**src/rtl/enio_acq_sequencer_if.sv**
```systemverilog
// Command channel between the ARM-side command decoder and enio_acq_sequencer.
// The decoder drives valid/op/data; the sequencer answers with ready.
interface enio_acq_sequencer_if #(
    parameter int CNT_W = 16
) ();
    logic             cmd_valid;
    logic             cmd_ready;
    logic [1:0]       cmd_op;
    logic [CNT_W-1:0] cmd_data;

    modport master (output cmd_valid, output cmd_op, output cmd_data, input cmd_ready);
    modport slave  (input cmd_valid, input cmd_op, input cmd_data, output cmd_ready);
endinterface

```
**src/rtl/enio_acq_sequencer.sv**
```systemverilog
// enio_acq_sequencer: holds the hi_enio configuration and runs one acquisition
// burst per START: settle window, N counted SSP frames, drain window, done pulse.
module enio_acq_sequencer #(
    parameter int SETTLE_CYCLES = 64,
    parameter int DRAIN_CYCLES  = 16,
    parameter int CNT_W         = 16
) (
    input  logic                       ck_1356meg,
    input  logic                       rst,
    enio_acq_sequencer_if.slave        cmd,
    input  logic                       ssp_frame,
    output logic [7:0]                 conf_enio,
    output logic [7:0]                 divisor,
    output logic                       dp_enable,
    output logic                       busy,
    output logic                       done,
    output logic                       aborted,
    output logic [CNT_W-1:0]           frames_done
);
    // One down-counter serves both the settle and the drain window; it is
    // loaded with length-1 and the window ends in the cycle it reads zero.
    localparam int TMR_MAX = (SETTLE_CYCLES > DRAIN_CYCLES) ? SETTLE_CYCLES : DRAIN_CYCLES;
    localparam int TMR_W   = (TMR_MAX > 1) ? $clog2(TMR_MAX) : 1;
    localparam logic [TMR_W-1:0] SETTLE_LOAD = TMR_W'(SETTLE_CYCLES - 1);
    localparam logic [TMR_W-1:0] DRAIN_LOAD  = TMR_W'(DRAIN_CYCLES - 1);
    localparam logic [7:0]       DIV_RESET   = 8'd95;

    typedef enum logic [2:0] {
        ST_IDLE, ST_ARM, ST_RUN, ST_DRAIN, ST_DONE
    } state_e;

    typedef enum logic [1:0] {
        OP_SET_MODE = 2'b00,
        OP_SET_DIV  = 2'b01,
        OP_START    = 2'b10,
        OP_ABORT    = 2'b11
    } op_e;

    state_e           state, state_nxt;
    logic [TMR_W-1:0] tmr, tmr_nxt;
    logic [CNT_W-1:0] burst_len;
    logic [CNT_W-1:0] frames_inc;
    logic             ssp_prev;
    op_e              op;
    logic             accept;
    logic             in_burst;
    logic             abort_hit;
    logic             start_hit;
    logic             frame_edge;
    logic             count_hit;
    logic             last_frame;

    assign op            = op_e'(cmd.cmd_op);
    // ABORT is always taken; everything else waits for IDLE.
    assign cmd.cmd_ready = (state == ST_IDLE) | (op == OP_ABORT);
    assign accept        = cmd.cmd_valid & cmd.cmd_ready;

    assign in_burst  = (state == ST_ARM) | (state == ST_RUN) | (state == ST_DRAIN);
    assign abort_hit = accept & (op == OP_ABORT) & in_burst;
    assign start_hit = accept & (op == OP_START);

    // An abort in the same cycle as a frame edge wins; that frame is dropped.
    assign frame_edge = ssp_frame & ~ssp_prev;
    assign count_hit  = (state == ST_RUN) & frame_edge & ~abort_hit;
    assign frames_inc = frames_done + CNT_W'(1);
    assign last_frame = count_hit & (frames_inc == burst_len);

    assign dp_enable = in_burst;
    assign busy      = in_burst;
    assign done      = (state == ST_DONE);

    // State register and window timer.
    always_ff @(posedge ck_1356meg) begin
        // NOTE: non-blocking assignments so every register samples pre-edge values.
        if (rst) begin
            state <= ST_IDLE;
            tmr   <= '0;
        end else begin
            state <= state_nxt;
            tmr   <= tmr_nxt;
        end
    end

    // Next-state and timer reload; abort overrides any busy-state transition.
    always_comb begin
        // NOTE: defaults first so no path leaves a signal unassigned (no latch).
        state_nxt = state;
        tmr_nxt   = tmr;
        case (state)
            ST_IDLE: begin
                if (start_hit) begin
                    if (cmd.cmd_data == '0) begin
                        state_nxt = ST_DONE;
                    end else begin
                        state_nxt = ST_ARM;
                        tmr_nxt   = SETTLE_LOAD;
                    end
                end
            end
            ST_ARM: begin
                if (tmr == '0) state_nxt = ST_RUN;
                else           tmr_nxt   = tmr - 1'b1;
            end
            ST_RUN: begin
                if (last_frame) begin
                    state_nxt = ST_DRAIN;
                    tmr_nxt   = DRAIN_LOAD;
                end
            end
            ST_DRAIN: begin
                if (tmr == '0) state_nxt = ST_DONE;
                else           tmr_nxt   = tmr - 1'b1;
            end
            ST_DONE:  state_nxt = ST_IDLE;
            default:  state_nxt = ST_IDLE;
        endcase
        if (abort_hit) state_nxt = ST_DONE;
    end

    // Configuration registers, burst bookkeeping and the frame edge detector.
    always_ff @(posedge ck_1356meg) begin
        if (rst) begin
            conf_enio   <= 8'h00;
            divisor     <= DIV_RESET;
            burst_len   <= '0;
            frames_done <= '0;
            aborted     <= 1'b0;
            ssp_prev    <= 1'b0;
        end else begin
            ssp_prev <= ssp_frame;
            // Non-ABORT commands are only accepted in IDLE, so config is frozen in a burst.
            if (accept && (op == OP_SET_MODE)) conf_enio <= cmd.cmd_data[7:0];
            if (accept && (op == OP_SET_DIV))  divisor   <= cmd.cmd_data[7:0];
            if (start_hit) begin
                burst_len   <= cmd.cmd_data;
                frames_done <= '0;
                aborted     <= 1'b0;
            end else if (count_hit) begin
                frames_done <= frames_inc;
            end
            if (abort_hit) aborted <= 1'b1;
        end
    end
endmodule

```
**src/flat_wrapper.sv**
```systemverilog
// flat-port wrapper written by rule: the top's interface ports become plain ports
module enio_acq_sequencer_flat 
#(
    parameter int SETTLE_CYCLES = 64,
    parameter int DRAIN_CYCLES  = 16,
    parameter int CNT_W         = 16
)
  (ck_1356meg, rst, ssp_frame, conf_enio, divisor, dp_enable, busy, done, aborted, frames_done, cmd_cmd_valid, cmd_cmd_op, cmd_cmd_data, cmd_cmd_ready);
  enio_acq_sequencer_if #(.CNT_W(CNT_W)) cmd_i ();
  input  logic ck_1356meg;
  input  logic rst;
  input  logic ssp_frame;
  output logic [7:0] conf_enio;
  output logic [7:0] divisor;
  output logic dp_enable;
  output logic busy;
  output logic done;
  output logic aborted;
  output logic [CNT_W-1:0] frames_done;
  input wire logic [$bits(cmd_i.cmd_valid)-1:0] cmd_cmd_valid;
  input wire logic [$bits(cmd_i.cmd_op)-1:0] cmd_cmd_op;
  input wire logic [$bits(cmd_i.cmd_data)-1:0] cmd_cmd_data;
  output wire logic [$bits(cmd_i.cmd_ready)-1:0] cmd_cmd_ready;
  assign cmd_i.cmd_valid = cmd_cmd_valid;
  assign cmd_i.cmd_op = cmd_cmd_op;
  assign cmd_i.cmd_data = cmd_cmd_data;
  assign cmd_cmd_ready = cmd_i.cmd_ready;
  enio_acq_sequencer #(.SETTLE_CYCLES(SETTLE_CYCLES), .DRAIN_CYCLES(DRAIN_CYCLES), .CNT_W(CNT_W)) u_core (.ck_1356meg(ck_1356meg), .rst(rst), .cmd(cmd_i), .ssp_frame(ssp_frame), .conf_enio(conf_enio), .divisor(divisor), .dp_enable(dp_enable), .busy(busy), .done(done), .aborted(aborted), .frames_done(frames_done));
endmodule
```
**config.mk**
```make
export PLATFORM = sky130hd
export DESIGN_NAME = enio_acq_sequencer_flat
export DESIGN_NICKNAME = d
export VERILOG_FILES = /design/src/rtl/enio_acq_sequencer_if.sv /design/src/rtl/enio_acq_sequencer.sv /design/src/flat_wrapper.sv
export SDC_FILE = /design/constraint.sdc
export NUM_CORES = 1
export LEC_CHECK = 0
export CAP_MARGIN = 20
export CORE_ASPECT_RATIO = 1.75
export CORE_UTILIZATION = 42
export CTS_BUF_LIST = sky130_fd_sc_hd__clkbuf_8 sky130_fd_sc_hd__clkbuf_16
export CTS_CLUSTER_SIZE = 30
export DETAILED_ROUTE_END_ITERATION = 8
export HOLD_SLACK_MARGIN = 0.02
export MAX_ROUTING_LAYER = met4
export PLACE_DENSITY = 0.71
export REMOVE_ABC_BUFFERS = 1
export SYNTH_ARGS = -nofsm -noshare
export SYNTH_HDL_FRONTEND = slang
export SYNTH_SLANG_ARGS = --single-unit
```
**constraint.sdc**
```tcl
create_clock -name ck_1356meg -period 3.3 [get_ports ck_1356meg]
set_clock_uncertainty 0.2 [all_clocks]
set_input_delay 0.66 -clock ck_1356meg [delete_from_list [all_inputs] [get_ports ck_1356meg]]
set_output_delay 0.66 -clock ck_1356meg [all_outputs]
set_load 0.02 [all_outputs]
```
== Yosys cells after proc, flatten, opt, wreduce, memory -nomap -nowiden ==
Index checks and enable logic that the tools add are counted.

* $add $sub $neg: 2
* Equality and inequality tests: 18
* Multiplexer cells: 14
* Bitwise gates (word level): 13
* Reductions and logical operators: 14

{| class="wikitable"
|+ Operators by type and width
! kind !! number
|-
| $mux 6 || 4
|-
| $mux 3 || 6
|-
| $pmux 6 s3 || 1
|-
| $add 16x1->16 const B || 1
|-
| $eq 16x16->1 || 1
|-
| $logic_not 16->1 || 1
|-
| $pmux 3 s4 || 1
|-
| $and 1x1->1 || 8
|-
| $ne 2x2->1 const B || 4
|-
| $reduce_and 4->1 || 2
|-
| $eq 3x2->1 const B || 2
|-
| $logic_not 6->1 || 1
|-
| $ne 3x1->1 const B || 2
|-
| $ne 3x2->1 const B || 2
|-
| $reduce_or 2->1 || 3
|-
| $sub 6x1->6 const B || 1
|-
| $reduce_and 5->1 || 1
|-
| $eq 2x2->1 const B || 2
|-
| $ne 2x1->1 const B || 2
|-
| $eq 3x1->1 const B || 1
|-
| $eq 3x3->1 const B || 1
|-
| $logic_not 3->1 || 1
|-
| $or 1x1->1 || 3
|-
| $reduce_bool 3->1 || 1
|-
| 6 further kinds || 9
|}

* Flip-flop bits (word level): 59
* Input port bits: 22
* Output and inout bits: 37
* Word-level logic and storage cells: 70

== Depth between registers and ports, before layout ==
* Word-level depth: 11
* Mapped depth: 9
* Gate-level depth less buffers: 8

== Worst setup path before layout ==
No wires, ideal clock.

* Path type: reg-to-reg
* From: register u_core.frames_done[0]
* To: register u_core.tmr[1]
* Setup time: 0.121 ns
* Arrival: 2.322 ns
* Data required time: 2.979 ns
* Setup slack: 0.657 ns
* Cell stages (with the launch flop): 9
* Buffers on the path: 0
* Period minus slack after synthesis: 2.643 ns
* Cells stage by stage: dfxtp_1 ha_1 nand3_1 or4_4 xnor2_1 and4_1 o2111ai_2 and2_4 mux2_4

* Cells in the longest elaborated chain, start to end: 5

{| class="wikitable"
|+ RTL lines
! item !! RTL line !! RTL
|-
| start, declared || enio_acq_sequencer.sv:18 || <nowiki>output logic [CNT_W-1:0] frames_done</nowiki>
|-
| start signal, assigned || enio_acq_sequencer.sv:139 || <nowiki>frames_done <= frames_inc;</nowiki>
|-
| $add 16x1->16 || enio_acq_sequencer.sv:65 || <nowiki>assign frames_inc = frames_done + CNT_W'(1);</nowiki>
|-
| $eq 16x16->1 || enio_acq_sequencer.sv:66 || <nowiki>assign last_frame = count_hit & (frames_inc == burst_len);</nowiki>
|-
| $and 1x1->1 || enio_acq_sequencer.sv:66 ||
|-
| $ne 2x1->1 (no line) || - ||
|-
| $reduce_and 5->1 (no line) || - ||
|-
| end signal, assigned || enio_acq_sequencer.sv:80 || <nowiki>tmr <= tmr_nxt;</nowiki>
|-
| end, declared || enio_acq_sequencer.sv:40 || <nowiki>logic [TMR_W-1:0] tmr, tmr_nxt;</nowiki>
|}

No other way between the ends.
A chain may end at the register's enable or synchronous reset.

== Worst setup path in the final report ==
* From: input port cmd_cmd_op[1]
* To: output port cmd_cmd_ready

* Cells in the longest elaborated chain, start to end: 2

{| class="wikitable"
|+ RTL lines
! item !! RTL line !! RTL
|-
| start, declared || flat_wrapper.sv:21 || <nowiki>input wire logic [$bits(cmd_i.cmd_op)-1:0] cmd_cmd_op;</nowiki>
|-
| $eq 2x2->1 || enio_acq_sequencer.sv:55 || <nowiki>assign cmd.cmd_ready = (state == ST_IDLE) | (op == OP_ABORT);</nowiki>
|-
| $or 1x1->1 || enio_acq_sequencer.sv:55 ||
|-
| end, declared || flat_wrapper.sv:23 || <nowiki>output wire logic [$bits(cmd_i.cmd_ready)-1:0] cmd_cmd_ready;</nowiki>
|}

No other way between the ends.

==> impl_metrics.ini <==
[sta]
hold_viol = 0
fin_crit_ns = 2.81
fmaxAchievable_ghz = 0.356
slew-limit-headroom_pct = 54.9
setup_tns_ns = 0
setup_viol = 0
slew_violations = 0
setup_ws_ns = 0.492
rsz0062_at_grt = no
tightest_slew_ns = 0.677
fin_crit_sh_pct = 85.1

[critical_path]
r2r_end = u_core.tmr[1]$_SDFFE_PP0P_
reg2reg_slack_ns = 0.51
crit_slowest_cell = clkdlybuf4s50_1
worstSetupStartpointType = input pin
arrival_ns = 1.95
ff2ff_path_depth = 7
crit_top_cell = clkdlybuf4s50_1
required_ns = 2.44
setup.worst_path.end_class = output port
critical_path.max_fanout = 5
path_class = in -> out
cp_cell_sequence = clkdlybuf4s50_1 -> a21o_1 -> clkdlybuf4s50_1
critPathMaxStageDelay_ns = 0.60
r2r_start = u_core.frames_done[9]$_SDFFE_PP0P_

[yosys]
synth-edff-count = 0
ys_seq_area_share_pct = 39.6
synth_most_common_cell = nor2_1
synthXorXnorAreaFrac_pct = 10.3
synth-simple-area-share_pct = 23.8
synth_top_cell_area_share_pct = 39.6
ys_top_cells_by_area = dfxtp_1, nor2_1, mux2i_1
avgSynthCellArea_sq_um = 8.72
yosysTopAreaCell = dfxtp_1
synth-async-reset-ratio_pct = 0
synth_ff_type = dfxtp_1
ys_warn_count = 0
synth_commonest_cells = nor2_1, dfxtp_1, xnor2_1, mux2i_1, a21oi_1
synth_top_family_by_area = simple AND/OR/NAND/NOR gates
synth_area_sq_um = 2980
synth-adder-area-share_pct = 1.26
yosysUniqueCellTypes = 54
syn_inst = 342
muxShareOfSynthArea_pct = 7.93
synth-seq-cells = 59
synth_compound_area_share_pct = 12.3

[hold_path]
hold_path_end = u_core.divisor[2]$_SDFFE_PP1P_
holdPathStages = 1
hold_class = reg -> reg
hp-start = u_core.divisor[2]$_SDFFE_PP1P_

[pwr]
p_int_uw = 1750
power.leakage_uw = 0.00154
pwr-share-comb_pct = 27.5
swShare_pct = 30.1
powerDensity_nw_per_um2 = 633
p_switching_uw = 754
seq_power_share_pct = 34.9
ir_worst_vdd_mv = 0.422
clockPowerShare_pct = 37.7

[place]
io_buffers = 58
gp_congestion = 0.912
hpwl_um = 5260
place_ws_ns = 0.266

[detailed_routing]
drt-total-wl_um = 7280
num_vias = 2596
vias_per_cell = 5.31
routedWlPerCell_um = 14.9
wl_met3_um = 296
drc = 0
dr.pass1.iters = 4
m1WireLength_um = 2900
drt_iter0_drc = 115
ant_nets = 0
wl_met2_um = 3870
top_layer_used = met4

[die]
placementRows = 40
start_util_pct = 43.5
boundaryPins = 59
coreArea_sq_um = 6860
die_w_um = 65.7
die_area_sq_um = 7450
fp.dieH_um = 113

[global_routing]
grt_max_degree = 45
grt_overflow = 0
gr-usage-all-layers_pct = 22.0
grt_antenna_before_repair = 0
grt_pass1_wl_um = 11900
grt_pass1_vias = 2476

[clock_tree]
numCtsBuffers = 9
cts_setup_buffers = 0
clock_path_buffers = 2
ctsHoldBuffers = 0
htree_levels = 3
cts_root_buf = clkbuf_16
cts.repair.resized = 0
cts_sinks = 59
clk_latency_ns = 0.33
cts_tree = yes
clk_pin_slew_ns = 0.05

[finish]
n_antenna_cell = 0
drive_gt1_share_pct = 9.88
syn2layout_area_growth_pct = 32.8
num-fill-cells = 612
utilization_pct = 57.7
nets = 425

[run_status]
status = finished, final reports clean

[job]
max_cap_viol_count = 0
-- critical path: cells and delay by family --
| kind | cells | cell delay, ns |
|---|---|---|
| AOI/OAI and AO/OA | 1 | 0.14 |
| buffers and inverters | 2 | 1.16 |
-- per-layer routing --
metal | GRT usage [%] | vias up
met4 | 11.3 | 0
met2 | 36.4 | 68
met1 | 23.4 | 1205
met3 | 6.20 | 18
li1 | - | 1305
met5 | - | -
-- how the worst max path moves through the flow --
| stage | start | to | slack, ns | cells after the start |
|---|---|---|---|---|
| global placement | cmd_cmd_op[0] | u_core.tmr[1]$_SDFFE_PP0P_ | 0.37 | 8 |
| global route | u_core.frames_done[4]$_SDFFE_PP0P_ | u_core.tmr[1]$_SDFFE_PP0P_ | 0.38 | 7 |
| finish | cmd_cmd_op[1] | cmd_cmd_ready | 0.49 | 3 |
| floorplan | cmd_cmd_op[0] | u_core.tmr[1]$_SDFFE_PP0P_ | 0.38 | 5 |
| detailed placement | cmd_cmd_op[0] | u_core.tmr[1]$_SDFFE_PP0P_ | 0.27 | 8 |
| CTS | cmd_cmd_op[0] | cmd_cmd_ready | 0.49 | 3 |
-- sequential cells by signal, indices dropped and copies added, names as in the netlist --
name,count
u_core.ssp_prev,1
u_core.frames_done,16
u_core.divisor,8
u_core.burst_len,16
u_core.aborted,1
u_core.tmr,6
u_core.state,3
u_core.conf_enio,8
-- area by class of cell --
| class | instances | area, sq um | share of cell area [%] |
|---|---|---|---|
| multi-input combinational | 248 | 1660 | 41.8 |
| sequential | 59 | 1180 | 29.8 |
| timing repair buffer | 68 | 656 | 16.6 |
| clock buffer | 12 | 267 | 6.73 |
| tap | 84 | 105 | 2.65 |
| inverter | 14 | 52.6 | 1.33 |
| clock inverter | 4 | 41.3 | 1.04 |
-- layout by cell type (no fill, tap or decap), drive strengths merged, types with 5 or more instances in the layout --
cell type and count:
a21oi 18, mux2i 21, inv 17, xnor2 24, nor2 62, nand2 11, nand3 12, xor2 11
clkdlybuf4s50 58, dfxtp 59, nor3 11, nor2b 5, buf 10, nand4 6, nor4 7, clkbuf 12
a211o 6
-- power by group through the flow --
stage	registers [uW]	logic, uW	clock network, uW
floorplan	889	440	0
global placement	881	675	0
detailed placement	884	680	0
CTS	873	692	966
global route	886	745	997
finish	874	688	943
-- stage by stage --
step	instance area (sq um)	power [uW]	cells	hold WS, ns
4_1_cts	3960	2530	489	0.262
6_report	3960	2510	489	0.259
3_5_place_dp	3650	1560	473	0.255
3_3_place_gp	3650	1560	473	0.244
5_1_grt	3960	2630	489	0.283
2_1_floorplan	2890	1330	321	0.250
-- cell families (layout without fill, tap and decap cells) --
logic type,after synthesis,in the layout
compound gates,50,50
xor+xnor,35,35
fa+ha+maj,3,3
buf+inv,35,98
flops,59,59
mux,23,23
simple gates,137,137
Note: power is estimated with default switching activity, not from simulation.
